==> src/rtl/gpr_write_arbiter.sv <==
// gpr_write_arbiter
// Shares the two register-file write ports between the two in-order
// writeback lanes and a FIFO of long-latency results (mul/div/CP0).
// Lanes always win a port; queued results drain through whatever ports the
// lanes leave free, at most two per cycle, in FIFO order.
//
// Ports:
//   clk, rst                   clock, asynchronous active-high reset
//   wb0_* / wb1_*              lane 0 (older) / lane 1 (younger) writes
//   ll_valid/ll_num/ll_data    long-latency result offer
//   ll_ready                   queue has room (from registered count only)
//   rf_we0/waddr0/wdata0       RF write port 0 (registered)
//   rf_we1/waddr1/wdata1       RF write port 1 (registered)
//   ll_pending_mask            registers targeted by queued results
//   wb_stall                   registered bubble request when the queue starves
module gpr_write_arbiter #(
  parameter int LL_DEPTH     = 4,
  parameter int STARVE_LIMIT = 8
) (
  input  logic        clk,
  input  logic        rst,
  input  logic        wb0_we,
  input  logic [4:0]  wb0_num,
  input  logic [31:0] wb0_data,
  input  logic        wb1_we,
  input  logic [4:0]  wb1_num,
  input  logic [31:0] wb1_data,
  input  logic        ll_valid,
  input  logic [4:0]  ll_num,
  input  logic [31:0] ll_data,
  output logic        ll_ready,
  output logic        rf_we0,
  output logic [4:0]  rf_waddr0,
  output logic [31:0] rf_wdata0,
  output logic        rf_we1,
  output logic [4:0]  rf_waddr1,
  output logic [31:0] rf_wdata1,
  output logic [31:0] ll_pending_mask,
  output logic        wb_stall
);

  localparam int PW = $clog2(LL_DEPTH);
  localparam int CW = $clog2(LL_DEPTH + 1);
  localparam int SW = $clog2(STARVE_LIMIT + 1);

  // Pointers wrap modulo LL_DEPTH, so non-power-of-two depths work too.
  function automatic logic [PW-1:0] ptr_inc(input logic [PW-1:0] p);
    if (p == PW'(LL_DEPTH - 1)) begin
      ptr_inc = {PW{1'b0}};
    end else begin
      ptr_inc = p + PW'(1'b1);
    end
  endfunction

  // A queued value whose register is being written by a lane this cycle is dead.
  function automatic logic lane_hit(input logic [4:0] n,
                                    input logic e0, input logic [4:0] a0,
                                    input logic e1, input logic [4:0] a1);
    lane_hit = (e0 && (n == a0)) || (e1 && (n == a1));
  endfunction

  logic [4:0]          q_num_r  [LL_DEPTH];
  logic [31:0]         q_data_r [LL_DEPTH];
  logic [LL_DEPTH-1:0] q_valid_r;
  logic [PW-1:0]       head_r, tail_r, second_s;
  logic [CW-1:0]       count_r, count_next_s;
  logic [SW-1:0]       starve_r, starve_next_s;

  logic        rf_we0_r, rf_we1_r, wb_stall_r;
  logic [4:0]  rf_waddr0_r, rf_waddr1_r;
  logic [31:0] rf_wdata0_r, rf_wdata1_r;

  logic        w0_eff_s, w1_eff_s, w1_raw_s, push_s, ll_ready_s;
  logic        pop0_s, pop1_s, head_port_s, free0_s, free1_s;
  logic        p0_ll_s, p1_ll_s;
  logic [4:0]  p0_num_s, p1_num_s, h_num_s, s_num_s;
  logic [31:0] p0_data_s, p1_data_s, mask_s;
  logic        rf_we0_s, rf_we1_s;
  logic [4:0]  rf_waddr0_s, rf_waddr1_s;
  logic [31:0] rf_wdata0_s, rf_wdata1_s;

  // Lane 0 is dropped when both lanes hit the same register: younger wins.
  assign w1_raw_s   = wb1_we && (wb1_num != 5'd0);
  assign w1_eff_s   = w1_raw_s;
  assign w0_eff_s   = wb0_we && (wb0_num != 5'd0) && !(w1_raw_s && (wb0_num == wb1_num));
  assign ll_ready_s = (count_r < CW'(LL_DEPTH));
  assign push_s     = ll_valid && ll_ready_s && (ll_num != 5'd0);
  assign second_s   = ptr_inc(head_r);
  assign h_num_s    = q_num_r[head_r];
  assign s_num_s    = q_num_r[second_s];

  // Drain decision: head first, second only if the head left the queue.
  always_comb begin
    pop0_s      = 1'b0;
    pop1_s      = 1'b0;
    head_port_s = 1'b0;
    free0_s     = !w0_eff_s;
    free1_s     = !w1_eff_s;
    p0_ll_s     = 1'b0;
    p1_ll_s     = 1'b0;
    p0_num_s    = 5'd0;
    p1_num_s    = 5'd0;
    p0_data_s   = 32'd0;
    p1_data_s   = 32'd0;
    if (count_r != CW'(1'b0)) begin
      if (lane_hit(h_num_s, w0_eff_s, wb0_num, w1_eff_s, wb1_num)) begin
        pop0_s = 1'b1;
      end else if (free0_s) begin
        pop0_s = 1'b1; head_port_s = 1'b1; free0_s = 1'b0;
        p0_ll_s = 1'b1; p0_num_s = h_num_s; p0_data_s = q_data_r[head_r];
      end else if (free1_s) begin
        pop0_s = 1'b1; head_port_s = 1'b1; free1_s = 1'b0;
        p1_ll_s = 1'b1; p1_num_s = h_num_s; p1_data_s = q_data_r[head_r];
      end else begin
        pop0_s = 1'b0;
      end
    end else begin
      pop0_s = 1'b0;
    end
    // Same-register second entry waits when the head really writes, so the
    // two RF ports never carry the same register with different ages.
    if (pop0_s && (count_r >= CW'(2'd2))) begin
      if (lane_hit(s_num_s, w0_eff_s, wb0_num, w1_eff_s, wb1_num)) begin
        pop1_s = 1'b1;
      end else if (head_port_s && (s_num_s == h_num_s)) begin
        pop1_s = 1'b0;
      end else if (free0_s) begin
        pop1_s = 1'b1;
        p0_ll_s = 1'b1; p0_num_s = s_num_s; p0_data_s = q_data_r[second_s];
      end else if (free1_s) begin
        pop1_s = 1'b1;
        p1_ll_s = 1'b1; p1_num_s = s_num_s; p1_data_s = q_data_r[second_s];
      end else begin
        pop1_s = 1'b0;
      end
    end else begin
      pop1_s = 1'b0;
    end
  end

  // Next RF port contents: lane data on its own port, else a drained entry.
  always_comb begin
    rf_we0_s    = w0_eff_s || p0_ll_s;
    rf_we1_s    = w1_eff_s || p1_ll_s;
    rf_waddr0_s = p0_num_s;
    rf_wdata0_s = p0_data_s;
    rf_waddr1_s = p1_num_s;
    rf_wdata1_s = p1_data_s;
    if (w0_eff_s) begin
      rf_waddr0_s = wb0_num;
      rf_wdata0_s = wb0_data;
    end else begin
      rf_waddr0_s = p0_num_s;
    end
    if (w1_eff_s) begin
      rf_waddr1_s = wb1_num;
      rf_wdata1_s = wb1_data;
    end else begin
      rf_waddr1_s = p1_num_s;
    end
  end

  // Occupancy and starvation counter next state.
  always_comb begin
    count_next_s = count_r + CW'(push_s) - CW'(pop0_s) - CW'(pop1_s);
    if ((count_r == CW'(1'b0)) || pop0_s) begin
      starve_next_s = SW'(1'b0);
    end else if (starve_r == SW'(STARVE_LIMIT)) begin
      starve_next_s = starve_r;
    end else begin
      starve_next_s = starve_r + SW'(1'b1);
    end
  end

  // Pending mask: OR of one-hot decodes of the valid entries, r0 excluded.
  always_comb begin
    mask_s = 32'd0;
    for (int i = 0; i < LL_DEPTH; i++) begin
      mask_s = mask_s | (q_valid_r[i] ? (32'd1 << q_num_r[i]) : 32'd0);
    end
    mask_s = mask_s & ~32'd1;
  end

  // Queue control, counters and registered outputs.
  always_ff @(posedge clk or posedge rst) begin
    if (rst) begin
      q_valid_r   <= '0;
      head_r      <= {PW{1'b0}};
      tail_r      <= {PW{1'b0}};
      count_r     <= {CW{1'b0}};
      starve_r    <= {SW{1'b0}};
      wb_stall_r  <= 1'b0;
      rf_we0_r    <= 1'b0;
      rf_waddr0_r <= 5'd0;
      rf_wdata0_r <= 32'd0;
      rf_we1_r    <= 1'b0;
      rf_waddr1_r <= 5'd0;
      rf_wdata1_r <= 32'd0;
    end else begin
      if (pop0_s) q_valid_r[head_r] <= 1'b0;
      if (pop1_s) q_valid_r[second_s] <= 1'b0;
      if (push_s) q_valid_r[tail_r] <= 1'b1;
      if (pop1_s) begin
        head_r <= ptr_inc(second_s);
      end else if (pop0_s) begin
        head_r <= second_s;
      end
      if (push_s) tail_r <= ptr_inc(tail_r);
      count_r     <= count_next_s;
      starve_r    <= starve_next_s;
      wb_stall_r  <= (starve_next_s == SW'(STARVE_LIMIT));
      rf_we0_r    <= rf_we0_s;
      rf_waddr0_r <= rf_waddr0_s;
      rf_wdata0_r <= rf_wdata0_s;
      rf_we1_r    <= rf_we1_s;
      rf_waddr1_r <= rf_waddr1_s;
      rf_wdata1_r <= rf_wdata1_s;
    end
  end

  // Queue payload storage; validity is tracked separately so no reset needed.
  always_ff @(posedge clk) begin
    if (push_s) begin
      q_num_r[tail_r]  <= ll_num;
      q_data_r[tail_r] <= ll_data;
    end
  end

  assign ll_ready        = ll_ready_s;
  assign rf_we0          = rf_we0_r;
  assign rf_waddr0       = rf_waddr0_r;
  assign rf_wdata0       = rf_wdata0_r;
  assign rf_we1          = rf_we1_r;
  assign rf_waddr1       = rf_waddr1_r;
  assign rf_wdata1       = rf_wdata1_r;
  assign ll_pending_mask = mask_s;
  assign wb_stall        = wb_stall_r;

endmodule

==> config.mk <==
export PLATFORM = sky130hd
export DESIGN_NAME = gpr_write_arbiter
export DESIGN_NICKNAME = d
export VERILOG_FILES = /design/src/rtl/gpr_write_arbiter.sv
export SDC_FILE = /design/constraint.sdc
export NUM_CORES = 1
export LEC_CHECK = 0
export BUFFER_PORTS_ARGS = -buffer_cell sky130_fd_sc_hd__buf_2
export CAP_MARGIN = 0
export CORE_MARGIN = 3
export CORE_UTILIZATION = 50
export DETAILED_ROUTE_END_ITERATION = 10
export GPL_ROUTABILITY_DRIVEN = 0
export PLACE_DENSITY = 0.78
export SYNTH_ARGS = -nofsm -noshare
export SYNTH_HDL_FRONTEND = slang
export SYNTH_SLANG_ARGS = --single-unit
==> constraint.sdc <==
create_clock -name clk -period 16.2 [get_ports clk]
set_clock_uncertainty 0.05 [all_clocks]
set_input_delay 1.62 -clock clk [delete_from_list [all_inputs] [get_ports clk]]
set_output_delay 1.62 -clock clk [all_outputs]
set_load 0.1 [all_outputs]
* Word level (Yosys, flattened, before mapping)
Memory sizes are Yosys's and may differ from the RTL's.
Index checks and enable logic that the tools add are counted.
** Storage, ports and cells
- Register bits after elaboration :: 92
- Memory bits (writable) :: 148
- Input bits :: 116
- Memories :: 2
** Operators by class
- Add/subtract/negate cells :: 7
- $lt $le $gt $ge :: 8
- Eq/ne operators :: 11
- Shift-type cells :: 4
- Muxes and demuxes :: 87
- Bitwise operators :: 8
- Reductions and logical operators :: 29
** Memory list
- q_data_r :: words 4, bits a word 32, rd ports 2, clocked after Yosys merged registers in 0, wr ports 1, line 63 : logic [31:0] q_data_r [LL_DEPTH];
- q_num_r :: words 4, bits a word 5, rd ports 6, clocked after Yosys merged registers in 0, wr ports 1, line 62 : logic [4:0] q_num_r [LL_DEPTH];
** Operator list (number)
- $mux W32 :: 20
- $shl A1 B5 Y32 const A :: 4
- $or A32 B32 Y32 :: 3
- $mux W5 :: 16
- $mux W1 :: 38
- $eq A5 B5 Y1 :: 6
- $mux W4 :: 5
- $logic_and A1 B1 Y1 :: 15
- $reduce_bool A5 Y1 :: 3
- $mux W2 :: 5
- $lt A2 B3 Y1 const B :: 3
- $and A4 B4 Y4 :: 2
- $eq A4 B4 Y1 const B :: 2
- $not A4 Y4 :: 2
- $add A2 B1 Y2 const B :: 3
- $demux W1 S2 :: 3
- $eq A2 B2 Y1 const B :: 3
- $ge A2 B1 Y1 const B :: 3
- $sub A3 B1 Y3 :: 2
- $logic_or A1 B1 Y1 :: 5
- $add A4 B1 Y4 const B :: 1
- $or A4 B4 Y4 :: 1
- $add A3 B1 Y3 :: 1
- $ge A3 B2 Y1 const B :: 1
- other kinds (5) :: 7

* Depth between registers and ports, before layout
- Word-level depth :: 17
- Gate-level depth with buffers :: 20
- Depth with buffers taken out :: 16

* Least setup slack after synthesis
No wires, ideal clock.
- Kind :: reg-to-reg
- Start :: register head_r[0]
- End :: register count_r[2]
- Data arrival time :: 4.920 ns
- Setup slack :: 11.106 ns
- Cell stages (with the launch flop) :: 21
- Cells stage by stage :: dfrtp_1 buf_2 buf_1 buf_1 inv_1 ha_1 clkbuf_1 mux4_2 xor2_1 nor4_1 a21oi_1 o32ai_1 a31oi_1 nor2_1 ha_1 nor2_1 ha_1 inv_1 ha_1 xnor2_1 xnor2_1
** On the way
- Word-level cells in the longest chain between the ends :: 12
- Elaborated cells on any way between the ends :: 32
- Those cells by class :: 3 x add/sub; 6 x eq/ne; 14 x mux; 8 x reduce/logical; 1 x memory
** Ends and longest elaborated chain
- start, declared :: line 65 : logic [PW-1:0] head_r, tail_r, second_s;
- start signal, assigned :: line 188 : head_r <= {PW{1'b0}};
- start signal, assigned :: line 204 : head_r <= ptr_inc(second_s);
- start signal, assigned :: line 206 : head_r <= second_s;
- $mem_v2 Z4 W5 (*)
- $eq A5 B5 Y1 :: line 59 : lane_hit = (e0 && (n == a0)) || (e1 && (n == a1));
- $logic_and A1 B1 Y1 :: line 59
- $logic_or A1 B1 Y1 :: line 59
- $mux W1 :: line 106 : if (lane_hit(h_num_s, w0_eff_s, wb0_num, w1_eff_s, wb1_num)) begin
- $mux W1 :: line 105 : if (count_r != CW'(1'b0)) begin
- $mux W1 :: line 130 : end else if (free1_s) begin
- $mux W1 :: line 127 : end else if (free0_s) begin
- $mux W1 :: line 125 : end else if (head_port_s && (s_num_s == h_num_s)) begin
- $mux W1 :: line 123 : if (lane_hit(s_num_s, w0_eff_s, wb0_num, w1_eff_s, wb1_num)) begin
- $mux W1 :: line 122 : if (pop0_s && (count_r >= CW'(2'd2))) begin
- $sub A3 B1 Y3 (*) :: line 165 : count_next_s = count_r + CW'(push_s) - CW'(pop0_s) - CW'(pop1_s);
- via count_next_s[2] :: line 66 : logic [CW-1:0] count_r, count_next_s;
- end signal, assigned :: line 190 : count_r <= {CW{1'b0}};
- end signal, assigned :: line 209 : count_r <= count_next_s;
- end, declared :: line 66
Mark *: on every way through the listed nets, which the timed path passes. The rest lies on a longest branch.
A chain may end at the register's enable or synchronous reset.

* Worst setup path in the final report
- Start :: input port wb0_num[1]
- End :: register rf_waddr1_r[2], in the netlist rf_waddr1[2]
** On the way
- Word-level cells in the longest chain between the ends :: 14
- Elaborated cells on any way between the ends :: 35
- Those cells by class :: 3 x eq/ne; 20 x mux; 12 x reduce/logical
** Ends and longest elaborated chain
- start, declared :: line 23 : input logic [4:0] wb0_num,
- $eq A5 B5 Y1 :: line 85 : assign w0_eff_s = wb0_we && (wb0_num != 5'd0) && !(w1_raw_s && (wb0_num == wb1_num));
- $logic_and A1 B1 Y1 :: line 85
- $logic_not A1 Y1 :: line 85
- $logic_and A1 B1 Y1 :: line 85
- $logic_and A1 B1 Y1 :: line 59
- $logic_or A1 B1 Y1 :: line 59
- $mux W5 or $mux W1 (tied branches) :: line 106
- $mux W5 or $mux W1 (tied branches) :: line 105
- $mux W5 :: line 130
- $mux W5 :: line 127
- $mux W5 :: line 125
- $mux W5 :: line 123
- $mux W5 (*) :: line 122
- $mux W5 (*) :: line 155 : if (w1_eff_s) begin
- via rf_waddr1_s[2] :: line 79 : logic [4:0] rf_waddr0_s, rf_waddr1_s;
- end signal, assigned :: line 216 : rf_waddr1_r <= rf_waddr1_s;
- end, declared :: line 70 : logic [4:0] rf_waddr0_r, rf_waddr1_r;
Marked as above.

==> qor.yml <==
status: "finished clean"
timing.final.crit_share: 0.326
io_buffers: 224
drive_above_1_share: 0.338
crit_path_category: "in -> reg"
timing.fmax_mhz: 189
fp.coreArea_um2: 23800
detailedPlacementHpwl_um: 22000
drtPass1Iterations: 5
grt_first_pass_wirelength_um: 53000
wl_um: 34100
critical_path_peak_fanout: 35
drt_drc_violations_left: 0
worst-endpoint-arrival_ns: 5.58
number_of_clock_sinks_seen_by_cts: 240
finalWorstSetupSlack_ns: 10.92
n_antenna_cell: 0
netlist_area_um2: 12300
synthArstFlopShare: 0.383
power_per_cell_area_nw_per_um2: 227
maxSlewHeadroom: 0.173
postSynthCellCount: 976
drt_iter0_markers: 1049
routed-via-count: 9234
hold_path.class: "reg -> reg"
leading_cell_types_in_the_layout_fill_and_taps_excluded: "224 x sky130_fd_sc_hd__buf_2, 148 x sky130_fd_sc_hd__edfxtp_1, 90 x sky130_fd_sc_hd__dfrtp_1, 86 x sky130_fd_sc_hd__nand2_1, 73 x sky130_fd_sc_hd__o21ai_0"
die_height_um: 163
setup_total_negative_slack_ns: 0
maximum_number_of_pins_on_one_net_before_global_route_repair: 62
primary_flip_flop_cell_chosen_by_synthesis_mapping: "sky130_fd_sc_hd__edfxtp_1"
clock_insertion_delay_worst_skew_ns: 0.53
area_growth_pct: 18.8
cts_root_buffer: "sky130_fd_sc_hd__clkbuf_16"
cts.repair.resized: 0
totalPowerFinal_mw: 3.30
timing.final.setup_violations: 0
drv_cap: 0
cts_made_buffers: 26
wire_per_inst_um: 22.6
net_count_of_the_mapped_netlist: 1106
unrepaired_setup_endpoints_after_global_routing: "no"
peakVddDrop_mv: 0.185
floorplan.die.width_um: 163
cts_tree: "done"
synthDistinctLibCells: 57
drtAntennaViolNets: 0
synth_warnings: 0
dpl_worst_slack_ns: 10.50
avgSynthCellArea_um2: 12.6
number_of_synthesized_flops_with_an_enable_pin: 148
antenna_found_initial: 4
fin_crit_ns: 5.29
count_of_boundary_i_o_pins: 226
fin_nets: 1301
required_ns: 16.49
holdBufCountCts: 0
cts-htree-levels: 1
cts.reportedPaths.clkPinSlew_ns: 0.06
floorplan.initialDensity: 0.516
tightestPinTransition_ns: 1.24
layout_commonest_cell: "sky130_fd_sc_hd__buf_2"
post-cts-setup-buffers: 0
yosysSeqAreaShare: 0.549
grt_overflow: 0
die_area_um2: 26500
routed_via_density: 6.12
ys_seq_elements: 240
grt.total_usage: 0.254
fin_worst_hold_slack_ns: 0.524
timing_hold_violations_final: 0
startpoint_type: "input port"
first_global_vias: 9421
finalMaxSlewViolations: 0
cts.path.max_buffers: 3
placement_rows: 56
critPathCaptureType: "flip-flop"
leakagePower_nw: 5.81
r2r_setup_slack_ns: 11.07
[routing by layer]
layer / global-route usage / wire [µm] / vias up
met2: 0.415 / 16300 / 522
met5: 0 / 46 / -
met1: 0.350 / 13900 / 4502
li1: - / - / 4135
met3: 0.0511 / 2980 / 67
met4: 0.0723 / 875 / 8
[state kept, by name, summed over array words and instances (netlist names)]
name,cells
count_r,3
head_r,2
q_data_r,128
q_num_r,20
q_valid_r,4
rf_waddr0,5
rf_waddr1,5
rf_wdata0,32
rf_wdata1,32
rf_we0,1
rf_we1,1
starve_r,4
tail_r,2
wb_stall,1
[cells by family (layout without fill, tap and decap cells)]
group / count (synthesis) / in the layout / synth area share
multiplexers: 105 / 105 / 0.133
AND/OR/NAND/NOR: 218 / 218 / 0.0876
XOR/XNOR: 35 / 35 / 0.0250
adder cells (fa/ha/maj): 14 / 14 / 0.0143
buffers and inverters: 91 / 306 / 0.0320
other: 1 / 1 / 0.000305
AO/OA/AOI/OAI: 272 / 272 / 0.159
flip-flops: 240 / 240 / 0.549
[final timing paths]
check                      depth (start not counted)            to        start
setup reg to reg                                  10  rf_waddr1[2]    head_r[0]
setup / recovery                                   9  rf_waddr1[2]   wb0_num[1]
hold reg to reg                                    2   starve_r[3]  starve_r[3]
max in group asynchronous                          3     head_r[0]          rst
min in group asynchronous                          2  rf_wdata1[6]          rst
hold / removal                                     2   starve_r[3]  starve_r[3]
[worst max-delay path, cell delays in order]
cell	delay, ns
sky130_fd_sc_hd__buf_2	0.15
sky130_fd_sc_hd__or4_1	0.51
sky130_fd_sc_hd__o21ai_0	0.75
sky130_fd_sc_hd__a31o_1	0.45
sky130_fd_sc_hd__nor4_4	0.13
sky130_fd_sc_hd__o32ai_1	0.42
sky130_fd_sc_hd__or3_1	0.31
sky130_fd_sc_hd__or2_2	0.99
sky130_fd_sc_hd__o21ai_0	0.22
[area by class of cell]
class | count | area, µm²
multi-input combinational | 645 | 5190
timing repair buffer | 235 | 1200
tap | 319 | 399
sequential | 240 | 6750
clock inverter | 19 | 275
inverter | 23 | 88.8
fill | 1878 | 9230
clock buffer | 29 | 683
[stage by stage]
step | std cells | cell area (µm²) | util
CTS | 1510 | 14600 | 0.612
global placement | 1462 | 13600 | 0.572
global route | 1510 | 14600 | 0.612
detailed placement | 1462 | 13600 | 0.572
floorplan | 976 | 12300 | -
finish | 1510 | 14600 | 0.612
[Yosys cell counts, types with 7 or more instances]
cell / instances / area, µm²
sky130_fd_sc_hd__a211o_1: 9 / 78.8
sky130_fd_sc_hd__and2_1: 7 / 43.8
sky130_fd_sc_hd__xor2_1: 14 / 123
sky130_fd_sc_hd__mux2_2: 31 / 349
sky130_fd_sc_hd__nor2_1: 50 / 188
sky130_fd_sc_hd__mux4_2: 43 / 968
sky130_fd_sc_hd__inv_1: 23 / 86.3
sky130_fd_sc_hd__nand3b_1: 15 / 113
sky130_fd_sc_hd__clkbuf_1: 53 / 199
sky130_fd_sc_hd__o21ai_2: 30 / 263
sky130_fd_sc_hd__mux2i_1: 31 / 310
sky130_fd_sc_hd__o22ai_1: 8 / 50.1
sky130_fd_sc_hd__o21ai_0: 73 / 365
sky130_fd_sc_hd__dfrtp_1: 92 / 2300
sky130_fd_sc_hd__or3_1: 8 / 50.1
sky130_fd_sc_hd__xnor2_1: 21 / 184
sky130_fd_sc_hd__o2bb2a_1: 31 / 310
sky130_fd_sc_hd__a21oi_1: 24 / 120
sky130_fd_sc_hd__ha_1: 14 / 175
sky130_fd_sc_hd__nand3_1: 8 / 40.0
sky130_fd_sc_hd__a22oi_1: 42 / 315
sky130_fd_sc_hd__nor3b_1: 8 / 60.1
sky130_fd_sc_hd__o221ai_1: 23 / 201
sky130_fd_sc_hd__nand2_1: 86 / 323
sky130_fd_sc_hd__edfxtp_1: 148 / 4440
[where the power goes]
part	internal, mW	leakage, nW	total (mW)	switching, mW
clock network	0.415	0.460	0.659	0.245
logic	0.469	2.89	1.74	1.27
registers	0.804	2.46	0.904	0.0997
total	1.69	5.81	3.30	1.62
(Power assumes the default switching activity.)
